**config.mk**
```make
export PLATFORM = sky130hd
export DESIGN_NAME = direction_keypad
export DESIGN_NICKNAME = d
export VERILOG_FILES = /design/src/rtl/direction_keypad_pkg.sv /design/src/rtl/direction_keypad_button_debounce.sv /design/src/rtl/direction_keypad.sv
export SDC_FILE = /design/constraint.sdc
export NUM_CORES = 1
export LEC_CHECK = 0
export ABC_AREA = 0
export CAP_MARGIN = 15
export CORE_AREA = 4 4 111 113
export DETAILED_ROUTE_END_ITERATION = 10
export DIE_AREA = 0 0 115 117
export GPL_TIMING_DRIVEN = 0
export SETUP_SLACK_MARGIN = 0.05
export SLEW_MARGIN = 20
export SYNTH_ARGS = -nofsm -noshare
export SYNTH_HDL_FRONTEND = slang
export SYNTH_SLANG_ARGS = --single-unit
export TNS_END_PERCENT = 20
```
**constraint.sdc**
```tcl
create_clock -name clk -period 2.6 [get_ports clk]
set_input_delay 0.52 -clock clk [delete_from_list [all_inputs] [get_ports clk]]
set_output_delay 0.52 -clock clk [all_outputs]
set_load 0.02 [all_outputs]
```
**src/rtl/direction_keypad_pkg.sv**
```systemverilog
// rtl/direction_keypad_pkg.sv - shared direction codes, button indices and press priority
package direction_keypad_pkg;

    localparam int NUM_DIRS  = 4;
    localparam int NUM_CHANS = 5;

    // Bit positions of the direction buttons on btn_raw / held.
    localparam int BTN_UP    = 0;
    localparam int BTN_DOWN  = 1;
    localparam int BTN_LEFT  = 2;
    localparam int BTN_RIGHT = 3;

    // The start button rides on the debounce channel after the directions.
    localparam int CHAN_START = 4;

    // One-hot movement codes understood by the snake movement logic.
    typedef enum logic [3:0] {
        DIR_NONE  = 4'd0,
        DIR_UP    = 4'd1,
        DIR_DOWN  = 4'd2,
        DIR_LEFT  = 4'd4,
        DIR_RIGHT = 4'd8
    } dir_code_t;

    // Fixed priority UP > DOWN > LEFT > RIGHT. Losing presses are dropped.
    function automatic dir_code_t prio_select(input logic [NUM_DIRS-1:0] rises);
        if (rises[BTN_UP])    return DIR_UP;
        if (rises[BTN_DOWN])  return DIR_DOWN;
        if (rises[BTN_LEFT])  return DIR_LEFT;
        if (rises[BTN_RIGHT]) return DIR_RIGHT;
        return DIR_NONE;
    endfunction

endpackage

```
**src/rtl/direction_keypad_button_debounce.sv**
```systemverilog
// rtl/direction_keypad_button_debounce.sv - synchroniser, debounce counter and press detect for one button
//   clk   : system clock
//   reset : asynchronous active-low reset
//   raw   : asynchronous active-high button input
//   level : debounced button level (registered)
//   rise  : high during the cycle whose clock edge flips level 0->1
module button_debounce
    import direction_keypad_pkg::*;
#(
    parameter int DEBOUNCE_CYCLES = 50000,
    parameter int CNT_W           = 16
) (
    input  logic clk,
    input  logic reset,
    input  logic raw,
    output logic level,
    output logic rise
);

    localparam logic [CNT_W-1:0] CNT_LAST = CNT_W'(DEBOUNCE_CYCLES - 1);

    logic             s1;
    logic             s2;
    logic [CNT_W-1:0] cnt;
    logic             flip;

    // flip and rise depend only on flops, so the consumer can register the
    // press on the same edge that updates level without any input-to-output path.
    assign flip = (s2 != level) && (cnt == CNT_LAST);
    assign rise = flip && !level;

    always_ff @(posedge clk or negedge reset) begin
        if (!reset) begin
            s1    <= 1'b0;
            s2    <= 1'b0;
            cnt   <= '0;
            level <= 1'b0;
        end else begin
            s1 <= raw;
            s2 <= s1;
            // Any agreement between s2 and level restarts the qualification window.
            if (s2 == level) begin
                cnt <= '0;
            end else if (flip) begin
                level <= ~level;
                cnt   <= '0;
            end else begin
                cnt <= cnt + 1'b1;
            end
        end
    end

endmodule

```
**src/rtl/direction_keypad.sv**
```systemverilog
// rtl/direction_keypad.sv - debounced direction/start keypad front end for the snake game
//   clk       : system clock
//   reset     : asynchronous active-low reset
//   btn_raw   : raw direction buttons [0]=up [1]=down [2]=left [3]=right
//   start_raw : raw start button
//   movement  : one-cycle one-hot direction code per press, 0 when idle
//   start     : one-cycle pulse per debounced start press
//   held      : debounced level of each direction button
//   last_dir  : most recent non-zero movement code
module direction_keypad
    import direction_keypad_pkg::*;
#(
    parameter int DEBOUNCE_CYCLES = 50000,
    parameter int CNT_W           = 16
) (
    input  logic       clk,
    input  logic       reset,
    input  logic [3:0] btn_raw,
    input  logic       start_raw,
    output logic [3:0] movement,
    output logic       start,
    output logic [3:0] held,
    output logic [3:0] last_dir
);

    logic [NUM_CHANS-1:0] raw_all;
    logic [NUM_CHANS-1:0] level;
    logic [NUM_CHANS-1:0] rise;
    dir_code_t            next_move;

    assign raw_all = {start_raw, btn_raw};

    for (genvar i = 0; i < NUM_CHANS; i++) begin : g_chan
        button_debounce #(
            .DEBOUNCE_CYCLES (DEBOUNCE_CYCLES),
            .CNT_W           (CNT_W)
        ) u_debounce (
            .clk   (clk),
            .reset (reset),
            .raw   (raw_all[i]),
            .level (level[i]),
            .rise  (rise[i])
        );
    end

    assign held      = level[NUM_DIRS-1:0];
    assign next_move = prio_select(rise[NUM_DIRS-1:0]);

    always_ff @(posedge clk or negedge reset) begin
        if (!reset) begin
            movement <= DIR_NONE;
            start    <= 1'b0;
            last_dir <= DIR_NONE;
        end else begin
            movement <= next_move;
            // A start press is only taken from the released state.
            start    <= rise[CHAN_START] && !level[CHAN_START];
            if (next_move != DIR_NONE) begin
                last_dir <= next_move;
            end
        end
    end

endmodule

```
==> impl_metrics.py, run 1 <==
metrics = {
    "drt": {
        "ant_nets": 0,
        "drt_iter0_drc": 118,
        "vias": 3437,
        "vias_per_cell": 5.36,
        "post_drt_wl_per_cell_um": 13.8,
        "routed_wl_um": 8870,
        "drc": 0,
        "dr.pass1.iters": 4,
    },
    "critical_path": {
        "critPathMostFrequentCell": "clkbuf_1",
        "cp.arrival_ns": 2.34,
        "cp_data_required_time_ns": 2.81,
        "cp-start-kind": "register",
        "r2r-end": "g_chan[3].u_debounce.cnt[8]$_DFF_PN0_",
        "end_kind": "register",
        "rrSetupSlack_ns": 0.47,
        "slowest_delay_ns": 0.40,
        "crit_type": "register to register",
        "path_cells": "ha_1 > and3_1 > clkbuf_1 > nand4_1 > nand2_1 > clkbuf_1 > nor2_1",
        "r2r_cells": 7,
        "critPathMaxFanout": 10,
        "critical-path-top-delay-family": "simple AND/OR/NAND/NOR gates",
        "crit_path_top_delay_cell": "clkbuf_1",
        "cp_num_buf_inv": 2,
        "timing.rr.start": "g_chan[3].u_debounce.cnt[0]$_DFF_PN0_",
    },
    "clock_network": {
        "cts_resized": 0,
        "htreeDepth": 3,
        "cts_tree": "done",
        "cts-buffers-inserted": 9,
        "root_buffer": "clkbuf_16",
        "clkSinkCount": 104,
        "postCtsHoldBufs": 0,
        "clkLatencyLatePin_ns": 0.35,
        "clock_path_buffers": 2,
        "cts.clk_slew.worst_paths_ns": 0.07,
        "postCtsSetupBuffers": 0,
    },
    "placed_design": {
        "gp_congestion": 0.792,
        "dp_cells": 626,
        "dpl.hpwl_um": 6220,
        "portBuffers": 19,
        "place_area_um2": 5230,
    },
    "logic_synthesis": {
        "ys_types": 41,
        "synthXorXnorAreaFrac_pct": 10.5,
        "syn_inst": 463,
        "synth_compound_area_share_pct": 5.34,
        "muxShareOfSynthArea_pct": 1.01,
        "synth.avg_cell_area_um2": 10.4,
        "synthSimpleGateAreaFrac_pct": 25.2,
        "synthesis.nets": 475,
        "async_reset_ff_share_pct": 100,
        "yosys_warnings": 0,
        "synth_edf_count": 0,
        "synth_seq_cells": 104,
        "syn_area_um2": 4830,
        "synth_top_family_by_area": "simple AND/OR/NAND/NOR gates",
        "synthFlopType": "dfrtp_1",
        "ys_seq_area_share_pct": 53.9,
        "synth_fa_ha_area_share_pct": 1.30,
    },
    "grt": {
        "grt_overflow": 0,
        "grt_max_degree": 65,
        "grt_pass1_vias": 3340,
        "antenna_found_initial": 0,
        "grt_pass1_wl_um": 15800,
        "grt.total_usage_pct": 14.7,
    },
    "power": {
        "pwr-share-seq_pct": 54.0,
        "p_leak_nw": 2.27,
        "switchingPower_w": 0.000668,
        "p_per_area_nw_per_um2": 560,
        "p_clk_share_pct": 42.6,
        "power.internal_w": 0.00242,
        "max-vdd-ir-drop_mv": 0.375,
        "swShare_pct": 21.6,
        "combPwrFrac_pct": 3.5,
    },
    "finish": {
        "area_delta_synth_final_pct": 14.2,
        "fin_util_pct": 48.7,
        "finalNonFillerCells": 641,
        "drive_above_1_share_pct": 7.83,
        "fin_area_um2": 5510,
        "multi_input_area_um2": 2090,
        "nets": 506,
        "antenna_cells": 0,
        "final_cell_mix": "dfrtp_1 (104), nor2_1 (66), xnor2_1 (34), nand2_1 (25), xor2_1 (24)",
        "ff_latch_area_um2": 2600,
        "fill_cells": 1053,
        "layout_commonest_cell": "dfrtp_1",
    },
    "timing": {
        "maxSlewHeadroom_pct": 54.4,
        "setup_violations": 0,
        "fin_tns_setup_ns": 0,
        "skew_ns": 0.00706,
        "fmax_mhz": 470,
        "finalHoldViolCount": 0,
        "rsz0062_at_grt": "false",
        "fin_crit_ns": 2.13,
        "final_min_period_over_clock_period_pct": 81.8,
        "finalMaxSlewViolations": 0,
        "tightest_slew_ns": 0.674,
        "whs_ns": 0.0829,
    },
    "die": {
        "die_y_um": 117,
        "die-area_um2": 13500,
        "core_um2": 11300,
        "num_rows": 39,
        "die_w_um": 115,
        "io_pins": 20,
        "start_util_pct": 42.7,
    },
    "worst_hold_path": {
        "min_path_type": "primary input to async pin",
    },
    "job": {
        "maxCapViolCount": 0,
    },
    "outcome": {
        "outcome": "completed",
    },
}
[cell type report]
class / instances / area share [%]
clock inverter: 6 / 1.11
sequential: 104 / 47.2
buffer: 15 / 1.45
timing repair buffer: 20 / 3.97
clock buffer: 9 / 4.09
multi-input combinational: 330 / 38.0
inverter: 14 / 0.953
tap: 143 / 3.25
[per-layer routing]
metal	track usage, %	vias up	share of wire, %
met5	0	-	0
met4	6.10	0	1.8
met3	3.19	12	3.6
met2	22.4	37	44
met1	20.6	1689	50
li1	-	1699	-
[Yosys cell counts, drive strengths merged, types with 2 or more instances]
cell / n / area (um^2)
or4: 11 / 86.3
nand2b: 3 / 18.8
o21ai: 7 / 35.0
o31ai: 10 / 75.1
and3: 12 / 76.3
or3: 7 / 43.8
nor2: 66 / 248
mux2: 4 / 48.8
buf: 6 / 46.3
dfrtp: 104 / 2600
nand4: 22 / 138
and2: 4 / 25.0
or4b: 2 / 23.8
inv: 14 / 52.6
nor4: 6 / 37.5
nor4b: 6 / 52.6
xnor2: 34 / 298
ha: 5 / 62.6
and4: 6 / 52.6
xor2: 24 / 210
nand3: 22 / 110
nor4bb: 9 / 90.1
nand2: 26 / 105
clkbuf: 9 / 33.8
a31o: 2 / 17.5
or2: 6 / 37.5
a21oi: 19 / 95.1
nor3: 11 / 55.1
[power groups by stage]
stage / registers [W] / logic (W) / clock network (W)
6_report: 0.00167 / 0.000107 / 0.00131
5_1_grt: 0.00167 / 0.000127 / 0.00142
4_1_cts: 0.00166 / 0.000112 / 0.00136
3_5_place_dp: 0.00170 / 0.000112 / 0
3_3_place_gp: 0.00170 / 0.000105 / 0
2_1_floorplan: 0.00169 / 0.0000508 / 0
[metrics by stage]
stage | power [W] | worst slack [ns]
3_5_place_dp | 0.00181 | 0.481
2_1_floorplan | 0.00174 | 0.719
6_report | 0.00309 | 0.473
5_1_grt | 0.00321 | 0.255
4_1_cts | 0.00314 | 0.466
3_3_place_gp | 0.00180 | -2.90
[flip-flops by register name (all words and copies together), names as in the netlist]
name,cells
g_chan.u_debounce.level,5
last_dir,4
g_chan.u_debounce.s2,5
start,1
g_chan.u_debounce.s1,5
g_chan.u_debounce.cnt,80
movement,4
[worst max-delay path by stage]
stage / startpoint / end / slack [ns] / depth (start not counted)
3_5_place_dp: g_chan[2].u_debounce.cnt[6]$_DFF_PN0_ / g_chan[2].u_debounce.cnt[7]$_DFF_PN0_ / 0.48 / 6
5_1_grt: g_chan[3].u_debounce.cnt[0]$_DFF_PN0_ / g_chan[3].u_debounce.cnt[5]$_DFF_PN0_ / 0.25 / 7
2_1_floorplan: g_chan[4].u_debounce.cnt[7]$_DFF_PN0_ / g_chan[4].u_debounce.level$_DFFE_PN0P_ / 0.72 / 3
3_3_place_gp: reset / g_chan[0].u_debounce.cnt[8]$_DFF_PN0_ / -2.90 / 1
4_1_cts: g_chan[3].u_debounce.cnt[0]$_DFF_PN0_ / g_chan[3].u_debounce.cnt[8]$_DFF_PN0_ / 0.47 / 7
6_report: g_chan[3].u_debounce.cnt[0]$_DFF_PN0_ / g_chan[3].u_debounce.cnt[8]$_DFF_PN0_ / 0.47 / 7
[cell families after synthesis]
kind of cell,count (synthesis)
xor gates and xnor gates,58
AOI/OAI and AO/OA,42
adders and majority gates,5
buffers and inverters,29
DFF,104
muxes,4
and+or+nand+nor,221
[worst register-to-register path: cells and delay by family, from the launching register on]
family	cells	cell delay (ns)
buffers and inverters	2	0.61
adders and majority gates	1	0.19
DFF	1	0.36
and+or+nand+nor	4	0.83
(Power assumes the default switching activity.)
==> run 2: changes to the inputs <==
==> constraint.sdc (replaced) <==
create_clock -name clk -period 2.2 [get_ports clk]
set_input_delay 0.44 -clock clk [delete_from_list [all_inputs] [get_ports clk]]
set_output_delay 0.44 -clock clk [all_outputs]
set_load 0.02 [all_outputs]
==> impl_metrics.py, run 2 (same netlist as run 1, synthesis figures left out) <==
metrics = {
    "finish": {
        "drive_above_1_share_pct": 8.84,
        "area_delta_synth_final_pct": 14.3,
        "largest_reg_flops": 80,
        "regMostFlops": "g_chan.u_debounce.cnt",
        "layout_commonest_cell": "dfrtp_1",
        "nets": 506,
        "antenna_cells": 0,
        "fin_util_pct": 48.8,
        "final_cell_mix": "dfrtp_1 (104), nor2_1 (66), xnor2_1 (34), nand2_1 (24), xor2_1 (24)",
    },
    "placed_design": {
        "portBuffers": 19,
        "gp_congestion": 0.792,
        "dpl.hpwl_um": 6220,
    },
    "drt": {
        "drc": 0,
        "vias_per_cell": 5.37,
        "post_drt_wl_per_cell_um": 13.9,
        "drt_iter0_drc": 104,
        "dr.pass1.iters": 4,
        "vias": 3441,
        "ant_nets": 0,
        "routed_wl_um": 8900,
    },
    "critical_path": {
        "crit_type": "register to register",
        "critical-path-top-delay-family": "simple AND/OR/NAND/NOR gates",
        "cp_data_required_time_ns": 2.43,
        "critPathMaxFanout": 6,
        "timing.rr.start": "g_chan[3].u_debounce.cnt[0]$_DFF_PN0_",
        "crit_path_top_delay_cell": "or2_2",
        "cp-start-kind": "register",
        "slowest_delay_ns": 0.41,
        "path_cells": "ha_1 > and3_1 > clkbuf_1 > nand4_1 > or2_2 > a41o_1",
        "cp_num_buf_inv": 1,
        "cp.arrival_ns": 2.22,
        "end_kind": "register",
        "startpoint": "g_chan[3].u_debounce.cnt[0]$_DFF_PN0_",
    },
    "timing": {
        "maxSlewHeadroom_pct": 54.4,
        "fin_crit_ns": 1.99,
        "finalHoldViolCount": 0,
        "final_min_period_over_clock_period_pct": 90.6,
        "fmax_mhz": 502,
        "fin_tns_setup_ns": 0,
        "rsz0062_at_grt": "false",
        "tightest_slew_ns": 0.674,
        "finalMaxSlewViolations": 0,
        "setup_violations": 0,
        "skew_ns": 0.00736,
    },
    "clock_network": {
        "cts.clk_slew.worst_paths_ns": 0.07,
        "cts_tree": "done",
        "root_buffer": "clkbuf_16",
        "clkSinkCount": 104,
        "clkLatencyLatePin_ns": 0.35,
        "clock_path_buffers": 2,
        "htreeDepth": 3,
        "postCtsSetupBuffers": 0,
        "cts-buffers-inserted": 9,
    },
    "power": {
        "p_leak_nw": 2.28,
        "max-vdd-ir-drop_mv": 0.444,
        "p_per_area_nw_per_um2": 661,
    },
    "grt": {
        "antenna_found_initial": 0,
        "grt_overflow": 0,
        "grt_pass1_wl_um": 15800,
        "grt_max_degree": 65,
        "grt_pass1_vias": 3340,
        "grt.total_usage_pct": 14.7,
    },
    "die": {
        "start_util_pct": 42.7,
        "num_rows": 39,
        "core_um2": 11300,
        "io_pins": 20,
        "die_w_um": 115,
        "die_y_um": 117,
        "die-area_um2": 13500,
    },
    "worst_hold_path": {
        "min_path_type": "primary input to async pin",
    },
    "outcome": {
        "outcome": "completed",
    },
    "job": {
        "maxCapViolCount": 0,
    },
}
-- run 2: what timing repair did --
| item | 4_1_cts | 5_1_grt |
|---|---|---|
| resized for setup | 0 | 9 |
| hold buffers | 0 | 0 |
| setup endpoints to repair | 0 | 33 |
-- run 2: metrics by stage --
step / setup WS, ns / instance area (um^2) / total power [W] / std cells / hold slack (ns)
after floorplan: 0.319 / 4830 / 0.00206 / 463 / 0.144
after global placement: -3.22 / 5200 / 0.00213 / 625 / 0.332
after detailed placement: 0.0812 / 5230 / 0.00214 / 626 / 0.336
after CTS: 0.0661 / 5510 / 0.00371 / 641 / 0.00781
after global routing: 0.0456 / 5520 / 0.00380 / 641 / 0.0272
final: 0.206 / 5520 / 0.00365 / 641 / 0.00342
-- run 2: where the power goes --
| part | total, W | internal (W) | switching, W |
|---|---|---|---|
| Clock | 0.00156 | 0.000871 | 0.000684 |
| Sequential | 0.00197 | 0.00194 | 0.0000251 |
| Combinational | 0.000128 | 0.0000453 | 0.0000826 |
-- run 2: layout make-up --
type | count | area, um^2
clock buffers | 9 | 225
plain buffers | 15 | 85.1
inverters | 14 | 52.6
well taps | 143 | 179
multi-input cells | 330 | 2100
repair buffers | 20 | 219
clock inverters | 6 | 61.3
fillers | 1052 | 5800
flip-flops and latches | 104 | 2600
-- run 2: layer usage --
layer / part of all wire (%) / up-vias / global-route usage [%]
met3: 3.1 / 12 / 3.19
met4: 1.8 / 0 / 6.10
li1: - / 1699 / -
met5: 0 / - / 0
met1: 50 / 1693 / 20.6
met2: 45 / 37 / 22.4
-- run 2: final timing paths --
kind                                                     endpoint  slack, ns  cells after the start
setup / recovery                          last_dir[0]$_DFFE_PN0P_       0.21                      6
hold / removal             g_chan[2].u_debounce.cnt[12]$_DFF_PN0_      0.003                      1
setup reg to reg                          last_dir[0]$_DFFE_PN0P_       0.21                      6
hold reg to reg                 g_chan[0].u_debounce.s2$_DFF_PN0_       0.34                      0
max in group asynchronous   g_chan[0].u_debounce.cnt[5]$_DFF_PN0_       1.57                      2
min in group clk                g_chan[0].u_debounce.s2$_DFF_PN0_       0.34                      0
==> RTL change, RTL diff (flow settings as in run 1) <==
`CNT_W` is set to 16 in 2 places; all go to 32.
--- a/src/rtl/direction_keypad_button_debounce.sv
+++ b/src/rtl/direction_keypad_button_debounce.sv
@@ -8,7 +8,7 @@
     import direction_keypad_pkg::*;
 #(
     parameter int DEBOUNCE_CYCLES = 50000,
-    parameter int CNT_W           = 16
+    parameter int CNT_W           = 32
 ) (
     input  logic clk,
     input  logic reset,
--- a/src/rtl/direction_keypad.sv
+++ b/src/rtl/direction_keypad.sv
@@ -11,7 +11,7 @@
     import direction_keypad_pkg::*;
 #(
     parameter int DEBOUNCE_CYCLES = 50000,
-    parameter int CNT_W           = 16
+    parameter int CNT_W           = 32
 ) (
     input  logic       clk,
     input  logic       reset,
Formal check against the unedited RTL: same outputs for any inputs over 10 cycles, from zero or initial values and one cycle with reset low; that may be too few to reach the edited logic, so the function may still have changed.
==> RTL change against run 1 <==
Worst setup slack got worse by 0.39 ns; combinational power rose by 54%; synthesized area rose by 82%; global-route usage rose by 16 points; fmax fell by 15%; total power rose by 87%; design area rose by 79%; first-iteration DRC count rose to 7.1 times the old value; wire length rose by 110%; sequential cell count rose by 80; die area did not move; clock skew fell by 0.00056 ns; largest power group unchanged.
==> RTL change: results (changes against run 1) <==
stage,metric,value,unit,change
finish,ant diodes,0,,unchanged
yosys,post-synthesis net count,903,,+90%
detailed_routing,First-pass DRT Iterations,5,,+1
yosys,Yosys Warn Count,0,,unchanged
sta,Worst Skew,0.006504,ns,-0.0005600 ns
worst_setup_path,maximum fanout along the worst path,10,,unchanged
pwr,Pleak,4.233,nW,+87%
worst_setup_path,Reg-to-Reg End,g_chan[0].u_debounce.cnt[21],,
floorplanning,Initial Util,77.52,%,+35 points
placement,Port Buf Inserts,19,,unchanged
yosys,synth unique cells,46,,+12%
clock_network,Clock Tree Root,clkbuf_16,,
clock_network,post-CTS setup buffers,0,,unchanged
outcome,status,"complete, no violations",,
worst_setup_path,worst r2r src,g_chan[0].u_debounce.cnt[0],,
worst_setup_path,CP Launch Type,flop,,
worst_hold_path,Hold Crit Class,input port to asynchronous set/reset pin,,
pwr,Switching Power,0.001180,W,+77%
yosys,dominant synthesized flop cell,dfrtp_1,,
finish,nets@finish,943,,+86%
worst_setup_path,critical path's largest stage delay,0.44,ns,+0.04 ns
yosys,sequential share of the synthesized area,52.47,%,-1.4 points
placement,area post-placement,9211,sq um,+76%
clock_network,maximum root-to-sink buffer count,2,,unchanged
finish,footprint of the multi-input gates,4005,sq um,+91%
grt,routing usage on met3,4.422,%,+1.2 points
grt,pin count of the biggest net entering global routing,81,,+25%
grt,initial antenna violation count,0,,unchanged
pwr,maximum vdd ir drop,0.8404,mV,+120%
finish,Fillers,577,,-45%
grt,total track usage,30.54,%,+16 points
worst_setup_path,CP arrival,2.81,ns,+0.47 ns
clock_network,clock-pin slew on the worst setup and hold paths,0.06,ns,
clock_network,CTS H-Tree Depth,4,,+1
clock_network,Clock Latency Late Sink,0.42,ns,+0.07 ns
finish,Biggest register,g_chan.u_debounce.cnt,,
sta,worst-margin pin slew,1.087,ns,+0.4128 ns
placement,Placer Congestion,0.9023,,+14%
clock_network,cts bufs inserted,17,,+8
yosys,ranking of synthesized cells by area,"dfrtp_1 (52%), xor2_1 (9.6%), nor2_1 (7.5%)",,
worst_setup_path,Slowest cell on crit path,or3_1,,
worst_setup_path,FF-to-FF path depth,7,,unchanged
detailed_routing,Routed WL,19000,um,+110%
grt,vias in the first global route,6843,,+100%
placement,Detail Placement HPWL,12600,um,+100%
detailed_routing,via count,6884,,+100%
grt,met2 track demand over resource,52.62,%,+30 points
yosys,ys async rst share,100.0,%,unchanged
finish,max reg flops,160,,+100%
grt,met1 Use GR,38.97,%,+18 points
detailed_routing,DR iter-0 viols,832,,+610%
grt,first-pass GRT wire length,32730,um,+110%
yosys,commonest cells in the netlist,"dfrtp_1 (184), nor2_1 (175), xor2_1 (96)",,
finish,layout cell share with drive strength beyond 1,7.113,%,-0.72 points
worst_setup_path,r2r setup slk,0.09,ns,-0.39 ns
## RTL change: per-stage QoR
stage | setup WS [ns] | setup TNS, ns | instances | hold slack, ns
floorplan | 0.3952 | 0 | 891 | 0.2244
global placement | -6.086 | -1118.10 | 1053 | 0.3340
detailed placement | -0.06779 | -0.1109 | 1055 | 0.3409
CTS | 0.1044 | 0 | 1085 | 0.002502
global route | -0.03383 | -0.2350 | 1085 | 0.02154
finish | 0.08559 | 0 | 1085 | 0.001113
## RTL change: power groups by stage
stage | logic (W) | registers [W] | clock network [W]
after floorplan | 0.0000679 | 0.00296 | 0
after global placement | 0.000147 | 0.00296 | 0
after detailed placement | 0.000166 | 0.00296 | 0
after CTS | 0.000169 | 0.00291 | 0.00272
after global routing | 0.000190 | 0.00291 | 0.00285
final | 0.000165 | 0.00291 | 0.00271
## RTL change: cell families (layout without fill, tap and decap cells)
group / count (synthesis) / after routing / synth area share (%)
compound gates: 33 / 33 / 2.110
xor+xnor: 144 / 144 / 14.37
fa+ha+maj: 5 / 5 / 0.7129
buf+inv: 45 / 96 / 2.181
flops: 184 / 184 / 52.47
mux: 2 / 2 / 0.2566
simple gates: 478 / 478 / 27.90
## RTL change: area by class of cell
cell class              instances  area share (%)
plain buffers                  25           1.219
clock buffers                  21           4.775
clock inverters                 9           1.499
inverters                      20          0.7620
multi-input cells             662           40.65
flip-flops and latches        184           46.74
well taps                     143           1.816
repair buffers                 21           2.540
## RTL change: repair_timing
item | CTS | global route
hold endpoints to repair | 0 | 0
endpoints found under the setup margin | 4 | 60
gates resized for setup | 1 | 7
pin swaps | 0 | 0
## RTL change: worst max path at each step
stage                                               to  slack, ns  cells past startpoint
after floorplan                            last_dir[2]       0.40                      5
after global placement    g_chan[3].u_debounce.cnt[19]      -6.09                      1
after detailed placement                   movement[3]      -0.07                      6
after CTS                 g_chan[1].u_debounce.cnt[28]       0.10                      6
after global routing      g_chan[0].u_debounce.cnt[13]      -0.03                      7
final                     g_chan[0].u_debounce.cnt[21]       0.09                      7
## RTL change: worst max-delay path: cells and delay by family (launching register included)
| kind | cells | cell delay [ns] |
|---|---|---|
| adders and majority gates | 1 | 0.22 |
| DFF | 1 | 0.41 |
| and+or+nand+nor | 5 | 1.38 |
| buffers and inverters | 1 | 0.38 |
## RTL change: routing by layer
metal | vias up | wire length (um)
li1 | 3165 | -
met1 | 3382 | 7718
met2 | 285 | 9809
met3 | 52 | 958
met4 | 0 | 511
met5 | - | 0
